$ cat config.mk
export PLATFORM = sky130hd
export DESIGN_NAME = cfg_chain_loader
export DESIGN_NICKNAME = d
export VERILOG_FILES = /design/src/rtl/cfg_chain_loader.sv
export SDC_FILE = /design/constraint.sdc
export NUM_CORES = 1
export LEC_CHECK = 0
export CAP_MARGIN = 5
export CORE_ASPECT_RATIO = 0.7
export CORE_UTILIZATION = 57
export DETAILED_ROUTE_END_ITERATION = 10
export PLACE_DENSITY = 0.95
export SETUP_SLACK_MARGIN = 0.4
export SYNTH_ARGS = -nofsm -noshare
export SYNTH_HDL_FRONTEND = slang
export SYNTH_SLANG_ARGS = --single-unit
$ cat constraint.sdc
create_clock -name clk -period 4 [get_ports clk]
set_clock_uncertainty 0.2 [all_clocks]
set_input_delay 1 -clock clk [delete_from_list [all_inputs] [get_ports clk]]
set_output_delay 1 -clock clk [all_outputs]
set_load 0.01 [all_outputs]
$ cat src/rtl/cfg_chain_loader.sv
// Parallel-to-serial configuration master for the stream cipher chain.
// Writes a word LSB-first while capturing the previous chain contents.
module cfg_chain_loader #(
  parameter int M = 32
) (
  input  logic           clk,
  input  logic           rst,
  input  logic           cfg_valid,
  output logic           cfg_ready,
  input  logic [4*M+2:0] cfg_data,
  output logic [4*M+2:0] rd_data,
  output logic           rd_valid,
  output logic           busy,
  output logic           cfg_en,
  output logic           cfg_i,
  input  logic           cfg_o
);

  localparam int W  = 4*M+3;
  localparam int CW = $clog2(W);

  typedef enum logic [1:0] {
    IDLE,
    SHIFT,
    DONE
  } state_t;

  state_t        state_q, state_d;
  logic [CW-1:0] cnt_q, cnt_d;
  logic [W-1:0]  tx_q, tx_d;
  logic [W-1:0]  rx_q, rx_d;
  logic [W-1:0]  rd_q, rd_d;
  logic          en_q, en_d;
  logic          bit_q, bit_d;

  always_ff @(posedge clk) begin
    if (rst) begin
      state_q <= IDLE;
      cnt_q   <= '0;
      tx_q    <= '0;
      rx_q    <= '0;
      rd_q    <= '0;
      en_q    <= 1'b0;
      bit_q   <= 1'b0;
    end else begin
      state_q <= state_d;
      cnt_q   <= cnt_d;
      tx_q    <= tx_d;
      rx_q    <= rx_d;
      rd_q    <= rd_d;
      en_q    <= en_d;
      bit_q   <= bit_d;
    end
  end

  always_comb begin
    state_d = state_q;
    cnt_d   = cnt_q;
    tx_d    = tx_q;
    rx_d    = rx_q;
    rd_d    = rd_q;
    en_d    = en_q;
    bit_d   = bit_q;
    unique case (state_q)
      IDLE: begin
        if (cfg_valid) begin
          // bit 0 goes out now, the rest waits in tx_q
          tx_d    = cfg_data >> 1;
          bit_d   = cfg_data[0];
          en_d    = 1'b1;
          cnt_d   = '0;
          state_d = SHIFT;
        end
      end
      SHIFT: begin
        rx_d  = {cfg_o, rx_q[W-1:1]};
        bit_d = tx_q[0];
        tx_d  = tx_q >> 1;
        cnt_d = cnt_q + 1'b1;
        if (cnt_q == CW'(W-1)) begin
          en_d    = 1'b0;
          bit_d   = 1'b0;
          rd_d    = rx_d;
          state_d = DONE;
        end
      end
      DONE: state_d = IDLE;
      default: state_d = IDLE;
    endcase
  end

  assign cfg_ready = (state_q == IDLE);
  assign busy      = (state_q != IDLE);
  assign rd_valid  = (state_q == DONE);
  assign rd_data   = rd_q;
  assign cfg_en    = en_q;
  assign cfg_i     = bit_q;

endmodule

* Word-level counts from Yosys, hierarchy flattened
Cells that the tools add are included.
** Word-level totals
- Bits in registers :: 405
- Latch bits :: 0
- Memory bits (writable) :: 0
- ROM bits :: 0
- Output and inout port bits :: 136
- Word-level logic and storage cells :: 33
- Memories kept :: 0
** Cells by class
- Add/subtract/negate cells :: 1
- Multiply operators :: 0
- Divide/modulo/power cells :: 0
- Order comparisons :: 0
- Equal/unequal tests :: 5
- Shift-type cells :: 0
- Multiplexer cells :: 13
- Bitwise logic cells :: 0
- Reductions and logical operators :: 7
** Operators with widths (number)
- $pmux W131 S2 :: 1
- $mux W131 :: 1
- $pmux W8 S2 :: 1
- $add A8 B1 Y8 const B :: 1
- $eq A8 B8 Y1 const B :: 1
- $mux W8 :: 1
- $reduce_and A2 Y1 :: 3
- $mux W1 :: 4
- $mux W2 :: 2
- $ne A2 B2 Y1 const B :: 2
- $pmux W1 S2 :: 2
- $pmux W2 S2 :: 1
- $reduce_bool A2 Y1 :: 2
- $reduce_and A3 Y1 :: 1
- $eq A2 B1 Y1 const B :: 1
- $eq A2 B2 Y1 const B :: 1
- $logic_not A2 Y1 :: 1

* Depth between registers and ports, before layout
Gate-level depths: netlist of the first run.
- Depth after elaboration :: 3
- Mapped depth :: 8
- Gate-level depth less buffers :: 5

* Worst setup path after synthesis of the first run
No wires, ideal clock.
- Kind :: input to register
- Start point :: input rst
- End point :: register rx_q[100]
- Library setup time :: 132 ps
- Data arrival time :: 2139 ps
- Required time :: 3668 ps
- Slack :: 1529 ps
- Cell stages on the path :: 5
- Buffers on the path :: 4
- Cell sequence :: clkbuf_1 > clkbuf_1 > clkbuf_1 > clkbuf_1 > a21oi_1
** RTL lines
- start: declaration :: line 7 : input logic rst,
- end signal: assignment :: line 49 : rx_q <= rx_d;
- end: declaration :: line 31 : logic [W-1:0] rx_q, rx_d;
No word-level cell between the ends.

* Worst setup path after layout of the first run
- Start point :: register state_q[1]
- End point :: output cfg_ready
** Between the ends
- Cells in the longest elaborated chain, start to end :: 1
** RTL lines
- start: declaration :: line 28 : state_t state_q, state_d;
- start signal: assignment :: line 46 : state_q <= state_d;
- $logic_not A2 Y1 :: line 92 : assign cfg_ready = (state_q == IDLE);
- end: declaration :: line 9 : output logic cfg_ready,
No other way between the ends.

==> summary.txt, run 1 <==
Clocking
  • Post-CTS Resized: 0
  • Clock Latency Late Sink: 530 ps
  • CTS tree: yes
  • Clock buffer depth: 3
  • CTS Hold Buffers Added: 0
  • Clock Pin Slew Worst Setup and Hold Paths: 60 ps
  • Clock sink count: 403
  • Setup bufs post-CTS: 0
  • CTS Buf Count: 38
  • CTS root buf: clkbuf_16
  • CTS H-tree lvls: 2

Cells and area
  • Fillers: 1867
  • Fin cells: 2487
  • Area growth syn-to-layout: 24.2%
  • Nets@finish: 2225
  • Most frequent cells in the layout: nand2_1, dfxtp_1, clkdlybuf4s50_1, nand2b_1, a21oi_1
  • Share of layout cells above drive strength 1: 0.0392
  • Commonest non-fill, non-tap cell in the layout: nand2_1

Floorplanning
  • Die height: 144 µm
  • Die Wd: 204 µm
  • I/O pins: 271
  • Row cnt: 51
  • Starting Density: 0.584
  • Core Box Area: 27900 µm²
  • Die ar.: 29300 µm²

Yosys
  • Net Count, Synth: 2061
  • Mapped Area: 16300 µm²
  • Sequential-to-total area share from yosys stat: 0.495
  • Primary FF master, synth: dfxtp_1
  • Synthesis-stage register bit count: 403
  • Synth Area per Inst: 8.48 µm²
  • Syn Inst Count: 1924
  • Synth Warn #: 0
  • Yosys cell types: 35
  • Asr flop ratio synth: 0
  • Number of synthesized flops with an enable pin: 0

Global route
  • Initial antenna violation count: 2
  • Largest net degree at the start of global routing: 196
  • GRT Util Overall: 0.253
  • GR Overflow Total: 0
  • Vias in the first global route: 12601
  • First-pass GRT wire length: 61300 µm

Placement
  • Gp weighted congestion: 0.828
  • IO Port Bufs: 270
  • Hpwl dp: 24400 µm
  • Dpl cells: 2419

Setup path
  • CP arrival: 1880 ps
  • CP Max Fanout: 9
  • Worst r2r src: cnt_q[0]$_SDFFE_PP0P_
  • Kind of critical path: flop to primary output
  • Slowest library cell on the worst path: clkdlybuf4s50_1
  • CP startpoint: state_q[1]$_SDFFE_PP0P_
  • Critical path startpoint category: flop
  • CP endpoint kind: primary output
  • Largest stage delay, worst path: 530 ps
  • Crit path cell chain: or2_2, inv_1, clkdlybuf4s50_1
  • Req. time, crit path: 2800 ps

STA
  • Tmin final: 3080 ps
  • Unrepaired setup endpoints after global routing: false
  • Worst-Margin Slew: 896 ps
  • TNS Setup: 0 ps
  • Final setup vio count: 0
  • Max frequency: 325 MHz
  • Slew Limit Headroom: 0.403
  • Max Slew Vio Count: 0
  • Fin crit share: 0.770
  • Final Hold Vio Count: 0
  • WHS: 260 ps

Worst hold path
  • Tightest Hold Check Type: flop to flop
  • Critical hold path startpoint: rx_q[1]$_SDFFE_PP0P_

Routing
  • Vias: 13737
  • WL per Instance: 15.5 µm
  • Remaining DRCs: 0
  • Final ANT Viol Nets: 0
  • First-pass iteration count of the detailed router: 5
  • DRT iter0 DRCs: 1106
  • Via density: 5.52
  • Final wirelength: 38600 µm

Power
  • Power, Total: 8.49 mW
  • Pwr per Cell Area: 419 nW/µm²
  • Peak VDD IR: 0.000225 V
  • P_leak: 6.82 nW

Run
  • MaxCap Viol Count: 0

Run status
  • Status: finished clean
==> worst max-delay path, delay by kind of cell (launching register included) <==
kind / cells / cell delay (ps)
AND/OR/NAND/NOR: 1 / 360
flip-flops: 1 / 400
buffers and inverters: 2 / 600
==> cell families (layout without fill, tap and decap cells) <==
logic type / Yosys count / count (layout) / share of synthesized area
AO/OA/AOI/OAI: 281 / 281 / 0.118
adder cells (fa/ha/maj): 2 / 2 / 0.00153
AND/OR/NAND/NOR: 938 / 938 / 0.260
flip-flops: 403 / 403 / 0.495
other: 0 / 1 / 0
multiplexers: 132 / 132 / 0.0811
buffers and inverters: 168 / 359 / 0.0444
==> report_power, final <==
part	internal (mW)	switching (mW)	total, mW
Combinational	0.302	0.397	0.699
Sequential	4.14	0.0732	4.22
Clock	2.06	1.51	3.57
Total	6.50	1.98	8.49
==> registers in the layout, indices dropped and copies added (netlist names) <==
name and flops:
rd_data 131, rx_q 130, tx_q 130, cnt_q 8, state_q 2, cfg_en 1
cfg_i 1
==> metal layers <==
metal  up-vias  GRT usage  wire [µm]
li1       6709          -          -
met1      6498      0.337      16800
met2       458      0.425      18700
met3        70     0.0408       2290
met4         2     0.0719        839
met5         -          0         13
==> metrics by stage <==
step | area, µm² | worst slack [ps] | util
after global routing | 20300 | 827 | 0.725
after floorplan | 16300 | 1530 | -
after global placement | 19000 | 1090 | 0.681
final | 20300 | 919 | 0.725
after CTS | 20300 | 881 | 0.725
after detailed placement | 19000 | 980 | 0.681
==> final cells by class <==
cell class | instances | area [µm²] | share of cell area
diodes | 1 | 2.50 | 0.000124
clock buffers | 57 | 1110 | 0.0549
clock inverters | 10 | 119 | 0.00587
inverters | 4 | 15.0 | 0.000741
multi-input cells | 1353 | 7540 | 0.372
flip-flops and latches | 403 | 8070 | 0.398
well taps | 371 | 464 | 0.0229
repair buffers | 288 | 2930 | 0.145
==> synth_stat cells (2+ instances only) <==
library cell | instances | share of area
nand2b_1 | 265 | 0.10
inv_1 | 4 | 0.00092
clkbuf_1 | 132 | 0.030
nor3b_1 | 2 | 0.00092
a311oi_1 | 130 | 0.070
ha_1 | 2 | 0.0015
nor4_1 | 2 | 0.00077
nor2_1 | 134 | 0.031
o31ai_1 | 2 | 0.00092
a21oi_1 | 137 | 0.042
or3_1 | 2 | 0.00077
buf_2 | 18 | 0.0055
nor2b_1 | 2 | 0.00077
o21ai_0 | 3 | 0.00092
or4_1 | 2 | 0.00092
dfxtp_1 | 403 | 0.49
nand2_1 | 522 | 0.12
mux2i_1 | 131 | 0.080
or3b_2 | 2 | 0.0011
buf_1 | 4 | 0.00092
a211oi_1 | 2 | 0.00092
nand3_1 | 2 | 0.00061
buf_6 | 9 | 0.0062
==> path summary, 6_finish.rpt <==
| kind | endpoint | slack (ps) | cells after the start |
|---|---|---|---|
| max | cfg_ready | 920 | 3 |
| min | rx_q[1]$_SDFFE_PP0P_ | 260 | 2 |
| max reg2reg | rd_data[45]$_SDFFE_PP0P_ | 1380 | 6 |
| min reg2reg | rx_q[1]$_SDFFE_PP0P_ | 260 | 2 |
(Power assumes the default switching activity.)
==> run 2, diff against run 1 <==
--- a/config.mk
+++ b/config.mk
@@ -7,9 +7,9 @@
 export LEC_CHECK = 0
 export CAP_MARGIN = 5
 export CORE_ASPECT_RATIO = 0.7
-export CORE_UTILIZATION = 57
+export CORE_UTILIZATION = 48
 export DETAILED_ROUTE_END_ITERATION = 10
-export PLACE_DENSITY = 0.95
+export PLACE_DENSITY = 0.86
 export SETUP_SLACK_MARGIN = 0.4
 export SYNTH_ARGS = -nofsm -noshare
 export SYNTH_HDL_FRONTEND = slang
==> constraint.sdc (replaced) <==
create_clock -name clk -period 2.6 [get_ports clk]
set_clock_uncertainty 0.2 [all_clocks]
set_input_delay 0.65 -clock clk [delete_from_list [all_inputs] [get_ports clk]]
set_output_delay 0.65 -clock clk [all_outputs]
set_load 0.01 [all_outputs]
==> summary.txt, run 2 (synthesis results as in run 1) <==
STA
  • Max frequency: 447 MHz
  • Final Hold Vio Count: 0
  • Max Slew Vio Count: 0
  • Unrepaired setup endpoints after global routing: true
  • Worst-Margin Slew: 452 ps
  • TNS Setup: 0 ps
  • Slew Limit Headroom: 0.699
  • Tmin final: 2240 ps
  • Fin crit share: 0.861
  • Final setup vio count: 0

Global route
  • First-pass GRT wire length: 63700 µm
  • Largest net degree at the start of global routing: 104
  • GRT Util Overall: 0.222
  • Vias in the first global route: 12930
  • Initial antenna violation count: 0
  • GR Overflow Total: 0

Clocking
  • CTS tree: yes
  • CTS root buf: clkbuf_16
  • Clock buffer depth: 3
  • Clock Pin Slew Worst Setup and Hold Paths: 70 ps
  • CTS H-tree lvls: 2
  • Clock sink count: 403
  • Clock Latency Late Sink: 530 ps
  • CTS Hold Buffers Added: 0
  • CTS Buf Count: 39

Floorplanning
  • Die Wd: 222 µm
  • Die height: 156 µm
  • Row cnt: 56
  • Core Box Area: 33500 µm²
  • I/O pins: 271
  • Starting Density: 0.487
  • Die ar.: 34700 µm²

Placement
  • Hpwl dp: 25300 µm
  • IO Port Bufs: 270
  • Gp weighted congestion: 0.793
  • Dpl cells: 2510

Routing
  • Final ANT Viol Nets: 0
  • WL per Instance: 15.6 µm
  • Via density: 5.36
  • Remaining DRCs: 0
  • Final wirelength: 40600 µm
  • DRT iter0 DRCs: 1243
  • First-pass iteration count of the detailed router: 6
  • Vias: 13983

Setup path
  • Critical path startpoint category: flop
  • Crit path cell chain: inv_2, ha_4, or4b_4, nor3_4, buf_12, buf_12, buf_16, mux2i_1
  • CP endpoint kind: flop
  • CP Max Fanout: 8
  • CP most frequent cell: buf_12
  • CP arrival: 2490 ps
  • Kind of critical path: flop to flop
  • Crit-path leading delay family: simple AND/OR/NAND/NOR gates
  • Slowest library cell on the worst path: or4b_4
  • CP Buf/Inv Count: 4
  • Req. time, crit path: 2850 ps
  • Largest stage delay, worst path: 490 ps

Cells and area
  • Max reg flops: 131
  • Commonest non-fill, non-tap cell in the layout: nand2_1
  • Fillers: 2578
  • Nets@finish: 2281
  • Share of layout cells above drive strength 1: 0.0709
  • Seq. cell area: 8070 µm²
  • Area growth syn-to-layout: 29.5%
  • Fin cells: 2607
  • Most frequent cells in the layout: nand2_1, dfxtp_1, nand2b_1, a21oi_1, nor2_1
  • Multi-input logic area: 7580 µm²
  • Number of diodes: 0

Power
  • Peak VDD IR: 0.000434 V
  • P_leak: 7.92 nW
  • Pwr per Cell Area: 624 nW/µm²

Run status
  • Status: finished clean

Worst hold path
  • Tightest Hold Check Type: flop to flop

Run
  • MaxCap Viol Count: 0
run 2: changes by cell type in the layout (fill, tap and decap cells not counted), sizes merged:
cell           change
buf               +51
bufinv             -2
clkbuf             +7
clkdlybuf4s50    -136
clkinv             +3
diode              -1
dlygate4sd2      +133
inv                +1
run 2: worst paths after layout:
| kind | from | end | slack [ps] | cells after the start |
|---|---|---|---|---|
| max | cnt_q[0]$_SDFFE_PP0P_ | rd_data[17]$_SDFFE_PP0P_ | 360 | 8 |
| min | rx_q[109]$_SDFFE_PP0P_ | rx_q[108]$_SDFFE_PP0P_ | 260 | 2 |
| max reg2reg | cnt_q[0]$_SDFFE_PP0P_ | rd_data[17]$_SDFFE_PP0P_ | 360 | 8 |
| min reg2reg | rx_q[109]$_SDFFE_PP0P_ | rx_q[108]$_SDFFE_PP0P_ | 260 | 2 |
run 2: power by group:
group / internal (mW) / switching [mW]
combinational: 0.528 / 0.648
clock: 3.10 / 2.41
sequential: 6.37 / 0.112
total: 10.0 / 3.17
run 2: timing repair:
item | 4_1_cts | 5_1_grt
cloned | 5 | 7
gates resized for setup | 157 | 15
endpoints found under the hold margin | 0 | 0
setup buffers | 12 | 4
endpoints found under the setup margin | 257 | 96
pin swaps | 1 | 2
run 2: final cells by class:
| type | instances | share of cell area |
|---|---|---|
| sequential | 403 | 0.382 |
| multi-input combinational | 1353 | 0.359 |
| timing repair buffer | 343 | 0.173 |
| clock buffer | 57 | 0.0547 |
| tap | 435 | 0.0258 |
| clock inverter | 12 | 0.00391 |
| inverter | 4 | 0.000711 |
run 2: worst register-to-register path: cells and delay by family (launching register included):
kind / cells / cell delay, ps
AND/OR/NAND/NOR: 2 / 740
buffers and inverters: 4 / 530
flip-flops: 1 / 330
multiplexers: 1 / 240
adder cells (fa/ha/maj): 1 / 120
run 2: layer usage:
metal  vias up  track usage  wire, µm
met3        86       0.0389      2380
met2       483        0.362     18800
met4         0       0.0737      1050
li1       6845            -         -
met1      6569        0.297     18400
met5         -            0         0
run 2: per-stage QoR:
step | setup slack, ps | cell area [µm²] | hold slack [ps] | total power [mW] | util
2_1_floorplan | 469 | 16300 | 237 | 7.29 | -
3_3_place_gp | 144 | 19500 | 245 | 7.73 | 0.582
3_5_place_dp | 53.5 | 19500 | 258 | 7.78 | 0.582
4_1_cts | 311 | 20900 | 261 | 13.3 | 0.623
5_1_grt | 303 | 21100 | 283 | 13.6 | 0.630
6_report | 362 | 21100 | 257 | 13.2 | 0.630
==> run 3, diff against run 2 <==
--- a/config.mk
+++ b/config.mk
@@ -5,9 +5,12 @@
 export SDC_FILE = /design/constraint.sdc
 export NUM_CORES = 1
 export LEC_CHECK = 0
+export ABC_AREA = 1
 export CAP_MARGIN = 5
 export CORE_ASPECT_RATIO = 0.7
+export CORE_MARGIN = 2
 export CORE_UTILIZATION = 48
+export CTS_CLUSTER_SIZE = 24
 export DETAILED_ROUTE_END_ITERATION = 10
 export PLACE_DENSITY = 0.86
 export SETUP_SLACK_MARGIN = 0.4
==> summary.txt, run 3 <==
Routing
  • First-pass iteration count of the detailed router: 7
  • Final ANT Viol Nets: 0
  • Final wirelength: 38800 µm
  • DRT iter0 DRCs: 1288
  • Remaining DRCs: 0
  • Via density: 4.97
  • WL per Instance: 13.4 µm
  • Vias: 14433

STA
  • Fin crit share: 0.826
  • WHS: 245 ps
  • Final Hold Vio Count: 0
  • TNS Setup: 0 ps
  • Slew Limit Headroom: 0.484
  • Tmin final: 2150 ps
  • Max frequency: 466 MHz
  • Final setup vio count: 0
  • Worst-Margin Slew: 774 ps
  • Max Slew Vio Count: 0
  • Unrepaired setup endpoints after global routing: false

Floorplanning
  • Row cnt: 55
  • Die Wd: 221 µm
  • Core Box Area: 32300 µm²
  • Die ar.: 34400 µm²
  • Starting Density: 0.489
  • Die height: 156 µm
  • I/O pins: 271

Setup path
  • CP Max Fanout: 4
  • Critical path startpoint category: flop
  • Crit path cell chain: nor2_2, dlygate4sd2_1
  • Req. time, crit path: 1750 ps
  • Largest stage delay, worst path: 370 ps
  • Crit-path leading delay family: flip-flops
  • Kind of critical path: flop to primary output
  • CP Buf/Inv Count: 1
  • Slowest library cell on the worst path: dfxtp_4
  • CP arrival: 1300 ps
  • CP endpoint kind: primary output

Yosys
  • Primary FF master, synth: dfxtp_1
  • Asr flop ratio synth: 0
  • Synth Area per Inst: 7.01 µm²
  • Synth Warn #: 0
  • Most frequent cell after synthesis: nand2_1
  • Synth area leader: dfxtp_1
  • Number of synthesized flops with an enable pin: 0
  • Sequential-to-total area share from yosys stat: 0.510
  • Area fraction of the dominant cell type after synthesis: 0.510
  • Synth area leaders: dfxtp_1, nand2_1, inv_1, a31oi_1, o21ai_0
  • Net Count, Synth: 2392
  • Mapped Area: 15800 µm²
  • Syn Inst Count: 2255
  • Synthesis-stage register bit count: 403
  • Yosys cell types: 19
  • Post-synth top cells: nand2_1, dfxtp_1, inv_1

Global route
  • Initial antenna violation count: 2
  • GRT Util Overall: 0.220
  • GR Overflow Total: 0
  • First-pass GRT wire length: 64200 µm
  • Largest net degree at the start of global routing: 118
  • Vias in the first global route: 13547

Power
  • P_leak: 8.92 nW
  • Power, Total: 13.5 mW
  • Peak VDD IR: 0.000382 V
  • Pwr per Cell Area: 675 nW/µm²

Cells and area
  • Area growth syn-to-layout: 26.3%
  • Seq. cell area: 8070 µm²
  • Most frequent cells in the layout: nand2_1, dfxtp_1, inv_1, nor2_1, o21ai_0
  • Multi-input logic area: 5870 µm²
  • Commonest non-fill, non-tap cell in the layout: nand2_1
  • Nets@finish: 2590
  • Fillers: 2764
  • Max reg flops: 131
  • Design area: 20000 µm²
  • Share of layout cells above drive strength 1: 0.0412

Clocking
  • CTS Hold Buffers Added: 0
  • CTS Buf Count: 40
  • Clock sink count: 403
  • CTS tree: yes
  • Clock buffer depth: 3
  • Setup bufs post-CTS: 0
  • CTS root buf: clkbuf_16
  • Clock Latency Late Sink: 520 ps
  • Clock Pin Slew Worst Setup and Hold Paths: 60 ps
  • CTS H-tree lvls: 2

Placement
  • Hpwl dp: 25200 µm
  • IO Port Bufs: 270
  • Gp weighted congestion: 0.862
  • Placed instance area: 18900 µm²

Run
  • MaxCap Viol Count: 0

Worst hold path
  • Tightest Hold Check Type: flop to flop

Run status
  • Status: finished clean
[run 3: path summary, 6_finish.rpt]
kind                         endpoint  slack (ps)  cells past startpoint                     from
max reg2reg  rd_data[56]$_SDFFE_PP0P_         570                      9    cnt_q[0]$_SDFFE_PP0P_
min             rx_q[21]$_SDFFE_PP0P_         240                      2    rx_q[21]$_SDFFE_PP0P_
max                         cfg_ready         450                      2  state_q[0]$_SDFFE_PP0P_
min reg2reg     rx_q[21]$_SDFFE_PP0P_         240                      2    rx_q[21]$_SDFFE_PP0P_
[run 3: power breakdown]
part | leakage, nW | switching (mW) | total (mW) | internal, mW
combinational | 5.01 | 0.751 | 1.26 | 0.511
clock | 0.619 | 2.33 | 5.60 | 3.27
sequential | 3.29 | 0.137 | 6.62 | 6.48
[run 3: final cells by class]
type / count / area share
clock buffer: 53 / 0.0572
inverter: 344 / 0.0654
clock inverter: 11 / 0.00589
timing repair buffer: 299 / 0.146
tap: 427 / 0.0268
sequential: 403 / 0.404
antenna: 1 / 0.000125
multi-input combinational: 1365 / 0.294
[run 3: tightest hold or removal path, stage by stage, from the launching register on]
cell and delay, ps:
dfxtp_1 290, inv_1 60, a21oi_1 50
[run 3: repair_timing]
| action | 4_1_cts | 5_1_grt |
|---|---|---|
| cloned | 0 | 0 |
| endpoints found under the hold margin | 0 | 0 |
| resized for setup | 137 | 5 |
| endpoints found under the setup margin | 136 | 4 |
[run 3: layer usage]
metal / GRT usage / vias to the layer above / wire (µm)
met5: 0 / - / 0
met4: 0.0607 / 0 / 744
met3: 0.0531 / 55 / 2870
met2: 0.371 / 451 / 18200
met1: 0.282 / 6631 / 17000
li1: - / 7296 / -
[run 3: kinds of logic (layout without fill, tap and decap cells)]
group                    after synthesis  in the layout  share of synthesized area
AO/OA/AOI/OAI                        387            387                      0.133
adder cells (fa/ha/maj)                2              2                    0.00158
buffers and inverters                487            707                      0.120
flip-flops                           403            403                      0.510
other                                  0              1                          0
AND/OR/NAND/NOR                      976            976                      0.235
[run 3: stage by stage]
step	setup slack, ps	utilization	std cells
after floorplan	760	-	2255
after global placement	308	0.583	2838
after detailed placement	220	0.583	2838
after CTS	144	0.617	2902
after global routing	396	0.617	2902
final	452	0.617	2903
